**src/rtl/sd_spi_cmd_engine.sv**
```systemverilog
// rtl/sd_spi_cmd_engine.sv - SPI-mode SD command engine: 48-bit frame out, R1 poll with NCR timeout.
// Optional power-up clock train (80 SCLK, CS high) enabled by defining SD_INIT_CLOCKS_EN.
module sd_spi_cmd_engine #(
   parameter int CLK_DIV   = 256,
   parameter int NCR_MAX   = 8,
   parameter int GAP_BYTES = 1
) (
   input  logic        clk,
   input  logic        rst,
   input  logic [47:0] cmd,
   input  logic        start,
   output logic        busy,
   output logic        resp_valid,
   output logic [7:0]  resp,
   output logic        timeout,
   output logic        sd_sclk,
   output logic        sd_mosi,
   input  logic        sd_miso,
   output logic        sd_cs_n
);
   localparam int DW = (CLK_DIV > 1) ? $clog2(CLK_DIV) : 1;

   typedef enum logic [2:0] {
      S_IDLE, S_SEND, S_WAIT, S_GAP, S_DONE
`ifdef SD_INIT_CLOCKS_EN
      , S_INIT
`endif
   } state_e;

`ifdef SD_INIT_CLOCKS_EN
   localparam state_e RESET_STATE = S_INIT;
   logic [6:0] init_cnt_q, init_cnt_d;
`else
   localparam state_e RESET_STATE = S_IDLE;
`endif

   state_e        state_q, state_d;
   logic [DW-1:0] div_q, div_d;
   logic          sclk_q, sclk_d;
   logic          cs_n_q, cs_n_d;
   logic          busy_q, busy_d;
   logic          rv_q, rv_d;
   logic [7:0]    resp_q, resp_d;
   logic          to_q, to_d;
   logic [47:0]   tx_q, tx_d;
   logic [7:0]    rx_q, rx_d;
   logic [5:0]    bit_cnt_q, bit_cnt_d;
   logic [7:0]    byte_cnt_q, byte_cnt_d;
   logic [7:0]    res_q, res_d;
   logic          res_to_q, res_to_d;
   logic          tick, rise, fall;

   always_ff @(posedge clk or negedge rst) begin
      if (!rst) begin
         state_q    <= RESET_STATE;
         div_q      <= '0;
         sclk_q     <= 1'b0;
         cs_n_q     <= 1'b1;
         busy_q     <= 1'b0;
         rv_q       <= 1'b0;
         resp_q     <= 8'hFF;
         to_q       <= 1'b0;
         tx_q       <= '1;
         rx_q       <= '1;
         bit_cnt_q  <= '0;
         byte_cnt_q <= '0;
         res_q      <= 8'hFF;
         res_to_q   <= 1'b0;
`ifdef SD_INIT_CLOCKS_EN
         init_cnt_q <= '0;
`endif
      end else begin
         state_q    <= state_d;
         div_q      <= div_d;
         sclk_q     <= sclk_d;
         cs_n_q     <= cs_n_d;
         busy_q     <= busy_d;
         rv_q       <= rv_d;
         resp_q     <= resp_d;
         to_q       <= to_d;
         tx_q       <= tx_d;
         rx_q       <= rx_d;
         bit_cnt_q  <= bit_cnt_d;
         byte_cnt_q <= byte_cnt_d;
         res_q      <= res_d;
         res_to_q   <= res_to_d;
`ifdef SD_INIT_CLOCKS_EN
         init_cnt_q <= init_cnt_d;
`endif
      end
   end

   always_comb begin
      state_d    = state_q;
      div_d      = '0;
      sclk_d     = sclk_q;
      cs_n_d     = cs_n_q;
      rv_d       = 1'b0;
      resp_d     = resp_q;
      to_d       = to_q;
      tx_d       = tx_q;
      rx_d       = rx_q;
      bit_cnt_d  = bit_cnt_q;
      byte_cnt_d = byte_cnt_q;
      res_d      = res_q;
      res_to_d   = res_to_q;
`ifdef SD_INIT_CLOCKS_EN
      init_cnt_d = init_cnt_q;
`endif
      // Divider only runs while SCLK is being generated; sclk is low on every exit.
      tick = (state_q != S_IDLE) && (state_q != S_DONE) && (div_q == DW'(CLK_DIV - 1));
      rise = tick && !sclk_q;
      fall = tick && sclk_q;
      if ((state_q != S_IDLE) && (state_q != S_DONE) && !tick)
         div_d = div_q + 1'b1;
      if (tick)
         sclk_d = ~sclk_q;
      if (rise)
         rx_d = {rx_q[6:0], sd_miso};

      case (state_q)
         S_IDLE: begin
            if (start) begin
               tx_d      = cmd;
               cs_n_d    = 1'b0;
               bit_cnt_d = '0;
               state_d   = S_SEND;
            end
         end
         S_SEND: begin
            // Shifting in ones leaves MOSI high once the last frame bit has gone out.
            if (fall) begin
               tx_d = {tx_q[46:0], 1'b1};
               if (bit_cnt_q == 6'd47) begin
                  bit_cnt_d  = '0;
                  byte_cnt_d = '0;
                  state_d    = S_WAIT;
               end else begin
                  bit_cnt_d = bit_cnt_q + 6'd1;
               end
            end
         end
         S_WAIT: begin
            if (fall) begin
               if (bit_cnt_q == 6'd7) begin
                  bit_cnt_d = '0;
                  if (!rx_q[7] || (byte_cnt_q == 8'(NCR_MAX - 1))) begin
                     res_d      = rx_q[7] ? 8'hFF : rx_q;
                     res_to_d   = rx_q[7];
                     byte_cnt_d = '0;
                     cs_n_d     = 1'b1;
                     state_d    = S_GAP;
                  end else begin
                     byte_cnt_d = byte_cnt_q + 8'd1;
                  end
               end else begin
                  bit_cnt_d = bit_cnt_q + 6'd1;
               end
            end
         end
         S_GAP: begin
            if (fall) begin
               if (bit_cnt_q == 6'd7) begin
                  bit_cnt_d = '0;
                  if (byte_cnt_q == 8'(GAP_BYTES - 1))
                     state_d = S_DONE;
                  else
                     byte_cnt_d = byte_cnt_q + 8'd1;
               end else begin
                  bit_cnt_d = bit_cnt_q + 6'd1;
               end
            end
         end
         S_DONE: begin
            rv_d    = 1'b1;
            resp_d  = res_q;
            to_d    = res_to_q;
            state_d = S_IDLE;
         end
`ifdef SD_INIT_CLOCKS_EN
         S_INIT: begin
            if (fall) begin
               if (init_cnt_q == 7'd79)
                  state_d = S_IDLE;
               else
                  init_cnt_d = init_cnt_q + 7'd1;
            end
         end
`endif
         default: state_d = S_IDLE;
      endcase

      busy_d = (state_d != S_IDLE);
   end

   assign busy       = busy_q;
   assign resp_valid = rv_q;
   assign resp       = resp_q;
   assign timeout    = to_q;
   assign sd_sclk    = sclk_q;
   assign sd_mosi    = tx_q[47];
   assign sd_cs_n    = cs_n_q;

endmodule
```
**config.mk**
```make
export PLATFORM = sky130hd
export DESIGN_NAME = sd_spi_cmd_engine
export DESIGN_NICKNAME = d
export VERILOG_FILES = /design/src/rtl/sd_spi_cmd_engine.sv
export SDC_FILE = /design/constraint.sdc
export NUM_CORES = 1
export LEC_CHECK = 0
export BUFFER_PORTS_ARGS = -buffer_cell sky130_fd_sc_hd__buf_2
export CAP_MARGIN = 5
export CELL_PAD_IN_SITES_DETAIL_PLACEMENT = 0
export CELL_PAD_IN_SITES_GLOBAL_PLACEMENT = 2
export CORE_AREA = 3 3 104 130
export DETAILED_ROUTE_END_ITERATION = 10
export DIE_AREA = 0 0 107 133
export PLACE_DENSITY = 0.93
export SLEW_MARGIN = 20
export SYNTH_ARGS = -nofsm -noshare
export SYNTH_HDL_FRONTEND = slang
export SYNTH_SLANG_ARGS = --single-unit
```
**constraint.sdc**
```tcl
create_clock -name clk -period 5 [get_ports clk]
set_input_delay 0.5 -clock clk [delete_from_list [all_inputs] [get_ports clk]]
set_output_delay 0.5 -clock clk [all_outputs]
set_load 0.01 [all_outputs]
```
==> insert_results.sql <==
INSERT INTO impl_metrics (metric_group, metric, value, unit) VALUES
('outcome', 'status', 'completed', ''),
('die', 'num_rows', '45', ''),
('die', 'initial_utilization', '0.398', ''),
('timing', 'setup_viol', '0', ''),
('final_layout', 'syn2layout_area_growth', '15.9', '%'),
('final_layout', 'fill_cells', '1175', ''),
('final_layout', 'fraction_of_layout_instances_using_a_drive_strength_above_1', '0.371', ''),
('setup_path', 'largest_fanout_on_the_critical_path', '53', ''),
('setup_path', 'critical_path.reg2reg.startpoint', 'div_q[0]$_DFF_PN0_', ''),
('synth', 'synth_fp_nets', '506', ''),
('timing', 'maxClockFrequency', '391', 'MHz'),
('drt', 'avgViaCountPerCell', '5.07', ''),
('timing', 'final_max_slew_viol_count', '0', ''),
('setup_path', 'crit_path_end_kind', 'flip-flop', ''),
('clock_tree', 'cts_num_sinks', '103', ''),
('setup_path', 'flop2flop_setup_slack', '2.44', 'ns'),
('grt', 'grtUsageTotal', '0.136', ''),
('timing', 'period_share', '0.512', ''),
('die', 'boundaryPins', '66', ''),
('synth', 'syn-cell-area', '4910', 'µm²'),
('timing', 'post-route-min-period', '2.56', 'ns'),
('final_layout', 'num-nets-final', '566', ''),
('power_and_ir_drop', 'power_leakage', '2.61', 'nW'),
('setup_path', 'cp_data_required_time', '5.25', 'ns'),
('setup_path', 'wp_data_arrival', '2.81', 'ns'),
('hold_path', 'hold_class', 'primary input to async pin', ''),
('synth', 'synthArstFlopShare', '1.00', ''),
('grt', 'number_of_global_route_vias_before_repair', '3258', ''),
('grt', 'grt_start_max_net_pins', '68', ''),
('grt', 'grt_first_pass_wirelength', '15.7', 'mm'),
('job', 'max_cap_violations', '0', ''),
('grt', 'globalRoute.totalOverflow', '0', ''),
('clock_tree', 'path_clk_slew', '0.07', 'ns'),
('placed_design', 'place.detailed.hpwl', '6.57', 'mm'),
('synth', 'yosys_most_used_dff', 'sky130_fd_sc_hd__dfstp_2', ''),
('setup_path', 'timing.setup.critical_path_class', 'flip-flop to flip-flop', ''),
('timing', 'final.hold.worst_slack', '0.261', 'ns'),
('clock_tree', 'cts_tree', 'yes', ''),
('clock_tree', 'cts_made_buffers', '9', ''),
('synth', 'netlist_instances', '450', ''),
('drt', 'wl_per_cell', '13.9', 'µm'),
('timing', 'timing_worst_slew_pin_value', '0.913', 'ns'),
('clock_tree', 'post_cts.resized_instances', '0', ''),
('clock_tree', 'cts_max_level', '3', ''),
('clock_tree', 'cts-hold-fix-buffers', '0', ''),
('power_and_ir_drop', 'cellPowerDensity', '277', 'nW/µm²'),
('timing', 'timing_hold_violations_final', '0', ''),
('drt', 'router_iterations_before_antenna_repair', '4', ''),
('die', 'die_outline_height', '133', 'µm'),
('grt', 'grt_antenna_before_repair', '0', ''),
('clock_tree', 'post-cts-setup-buffers', '0', ''),
('die', 'design.die.area', '14200', 'µm²'),
('clock_tree', 'clock_path_buffers', '2', ''),
('synth', 'synth-warning-count', '0', ''),
('setup_path', 'start_kind', 'flip-flop', ''),
('synth', 'synth_edf_count', '0', ''),
('timing', 'max-slew-margin-rel', '0.386', ''),
('drt', 'drtIter0Drc', '223', ''),
('die', 'core-area', '12300', 'µm²'),
('drt', 'drcViolationCount', '0', ''),
('drt', 'drt_wl_total', '9.45', 'mm'),
('final_layout', 'num_antenna_cells', '0', ''),
('die', 'die_width', '107', 'µm'),
('synth', 'synth.lib_cells_used.distinct', '54', ''),
('setup_path', 'reg2regPathDepth', '6', ''),
('placed_design', 'place_congestion', '0.820', ''),
('clock_tree', 'ctsRootBufferMaster', 'sky130_fd_sc_hd__clkbuf_16', ''),
('setup_path', 'capture_instance_of_the_worst_register_to_register_path', 'tx_q[4]$_DFFE_PN1P_', ''),
('timing', 'fin_setup_tns', '0', 'ns'),
('drt', 'ant_nets', '0', ''),
('timing', 'grt_setup_unrepaired', 'false', ''),
('synth', 'synth.ff_latch_count', '103', ''),
('synth', 'synth_seq_area_share', '0.543', ''),
('power_and_ir_drop', 'power.ir.vdd_worst', '0.000138', 'V'),
('drt', 'vias', '3443', ''),
('placed_design', 'quantity_of_i_o_buffers_inserted_on_ports', '65', ''),
('synth', 'syn-mean-instance-area', '10.9', 'µm²'),
('clock_tree', 'clock_insertion_delay_at_the_later_pin_of_the_skew_report', '0.35', 'ns'),
('timing', 'clock_tree_skew_after_final_layout', '0.00861', 'ns');
## where the power goes
group	leakage, nW	switching, mW	total, mW	internal [mW]
combinational	1.33	0.0227	0.0384	0.0157
clock	0.138	0.307	0.700	0.394
sequential	1.14	0	0.836	0.836
total	2.61	0.329	1.57	1.25
## through the flow
step / cells / total power, mW / util / setup slack [ns] / cell area (µm²)
detailed placement: 663 / 0.889 / 0.438 / 2.42 / 5400
global route: 679 / 1.64 / 0.462 / 2.17 / 5690
CTS: 679 / 1.60 / 0.462 / 2.40 / 5690
floorplan: 450 / 0.851 / - / 2.84 / 4910
global placement: 663 / 0.889 / 0.438 / 2.50 / 5400
finish: 679 / 1.57 / 0.462 / 2.44 / 5690
## cells in the mapped netlist (all sizes together) (2+ instances only)
cell,instances,area share
a21oi,10,0.010
a22o,2,0.0036
a31oi,2,0.0025
and3,3,0.0038
buf,7,0.0089
clkbuf,12,0.0092
dfrtp,30,0.15
dfstp,73,0.39
ha,4,0.010
inv,6,0.0046
mux2,20,0.047
mux2i,48,0.098
nand2,62,0.049
nand3,13,0.013
nand4,5,0.0064
nor2,28,0.021
nor2b,4,0.0051
nor3,17,0.019
nor3b,2,0.0041
nor4,3,0.0082
nor4b,2,0.0036
o211ai,2,0.0031
o21ai,62,0.063
o21bai,2,0.0031
o31ai,4,0.0089
or2,3,0.0038
or4,3,0.0053
or4b,2,0.0048
xnor2,3,0.0053
xor2,4,0.0071
## registers in the layout, indices dropped and copies added (netlist names)
name,cells
sd_cs_n,1
res_q,8
div_q,8
resp_valid,1
rx_q,8
resp,8
res_to_q,1
busy,1
state_q,3
bit_cnt_q,6
timeout,1
byte_cnt_q,8
sd_sclk,1
tx_q,48
## per-layer routing
layer,vias up,GRT usage,routed length (µm)
li1,1722,-,-
met1,1651,0.184,4450
met2,61,0.211,4470
met3,9,0.0405,426
met4,0,0.0384,105
met5,-,0,0
## critical path: stages (launching register included)
cell	delay [ns]
sky130_fd_sc_hd__dfrtp_1	0.41
sky130_fd_sc_hd__ha_1	0.27
sky130_fd_sc_hd__nand4_1	0.23
sky130_fd_sc_hd__nor3_1	0.13
sky130_fd_sc_hd__o21ai_4	0.73
sky130_fd_sc_hd__buf_4	0.51
sky130_fd_sc_hd__o21ai_0	0.18
## layout by cell type (no fill, tap or decap), types with 2 or more instances in the layout
cell / synthesis / routed
sky130_fd_sc_hd__ha_1: 4 / 4
sky130_fd_sc_hd__nand4_1: 5 / 5
sky130_fd_sc_hd__dfstp_2: 73 / 73
sky130_fd_sc_hd__a21oi_1: 10 / 10
sky130_fd_sc_hd__a31oi_1: 2 / 2
sky130_fd_sc_hd__xnor2_1: 3 / 3
sky130_fd_sc_hd__o31ai_1: 3 / 3
sky130_fd_sc_hd__clkbuf_16: 0 / 9
sky130_fd_sc_hd__xor2_1: 4 / 4
sky130_fd_sc_hd__nor2_1: 28 / 28
sky130_fd_sc_hd__buf_4: 1 / 4
sky130_fd_sc_hd__inv_1: 6 / 6
sky130_fd_sc_hd__o21ai_0: 60 / 60
sky130_fd_sc_hd__o211ai_1: 2 / 2
sky130_fd_sc_hd__and3_1: 3 / 3
sky130_fd_sc_hd__nor2b_1: 4 / 4
sky130_fd_sc_hd__nor3_2: 2 / 3
sky130_fd_sc_hd__dfrtp_1: 30 / 30
sky130_fd_sc_hd__a22o_1: 2 / 2
sky130_fd_sc_hd__mux2_2: 18 / 18
sky130_fd_sc_hd__mux2i_1: 48 / 48
sky130_fd_sc_hd__nor4b_1: 2 / 2
sky130_fd_sc_hd__clkinvlp_4: 0 / 2
sky130_fd_sc_hd__o21bai_1: 2 / 2
sky130_fd_sc_hd__clkbuf_1: 12 / 2
sky130_fd_sc_hd__mux2_4: 2 / 2
sky130_fd_sc_hd__nor3_1: 15 / 14
sky130_fd_sc_hd__or4_1: 2 / 2
sky130_fd_sc_hd__buf_2: 5 / 64
sky130_fd_sc_hd__nand2_1: 61 / 61
sky130_fd_sc_hd__nand3_1: 13 / 13
sky130_fd_sc_hd__or2_2: 3 / 3
## layout make-up
class | count | area [µm²] | area share
Clock inverter | 5 | 65.1 | 0.0114
Sequential cell | 103 | 2670 | 0.469
Inverter | 6 | 22.5 | 0.00396
Timing Repair Buffer | 68 | 350 | 0.0615
Tap cell | 164 | 205 | 0.0360
Multi-Input combinational cell | 322 | 2150 | 0.377
Clock buffer | 11 | 233 | 0.0409
## logic make-up after synthesis
logic type | count (synthesis) | synth area share
simple gates | 152 | 0.155
buf+inv | 25 | 0.0227
fa+ha+maj | 4 | 0.0102
mux | 68 | 0.145
compound gates | 91 | 0.111
xor+xnor | 7 | 0.0125
flops | 103 | 0.543
## worst max path at each step
stage                                    startpoint                        end  slack, ns  cells after the start
after global routing             div_q[0]$_DFF_PN0_       tx_q[41]$_DFFE_PN1P_       2.17                      7
final                            div_q[0]$_DFF_PN0_        tx_q[4]$_DFFE_PN1P_       2.44                      6
after detailed placement         div_q[0]$_DFF_PN0_        tx_q[4]$_DFFE_PN1P_       2.42                      6
after floorplan           byte_cnt_q[0]$_DFFE_PN0P_  byte_cnt_q[6]$_DFFE_PN0P_       2.84                      7
after CTS                        div_q[0]$_DFF_PN0_       tx_q[16]$_DFFE_PN1P_       2.40                      6
after global placement           div_q[0]$_DFF_PN0_        tx_q[2]$_DFFE_PN1P_       2.50                      7
(Power assumes the default switching activity.)
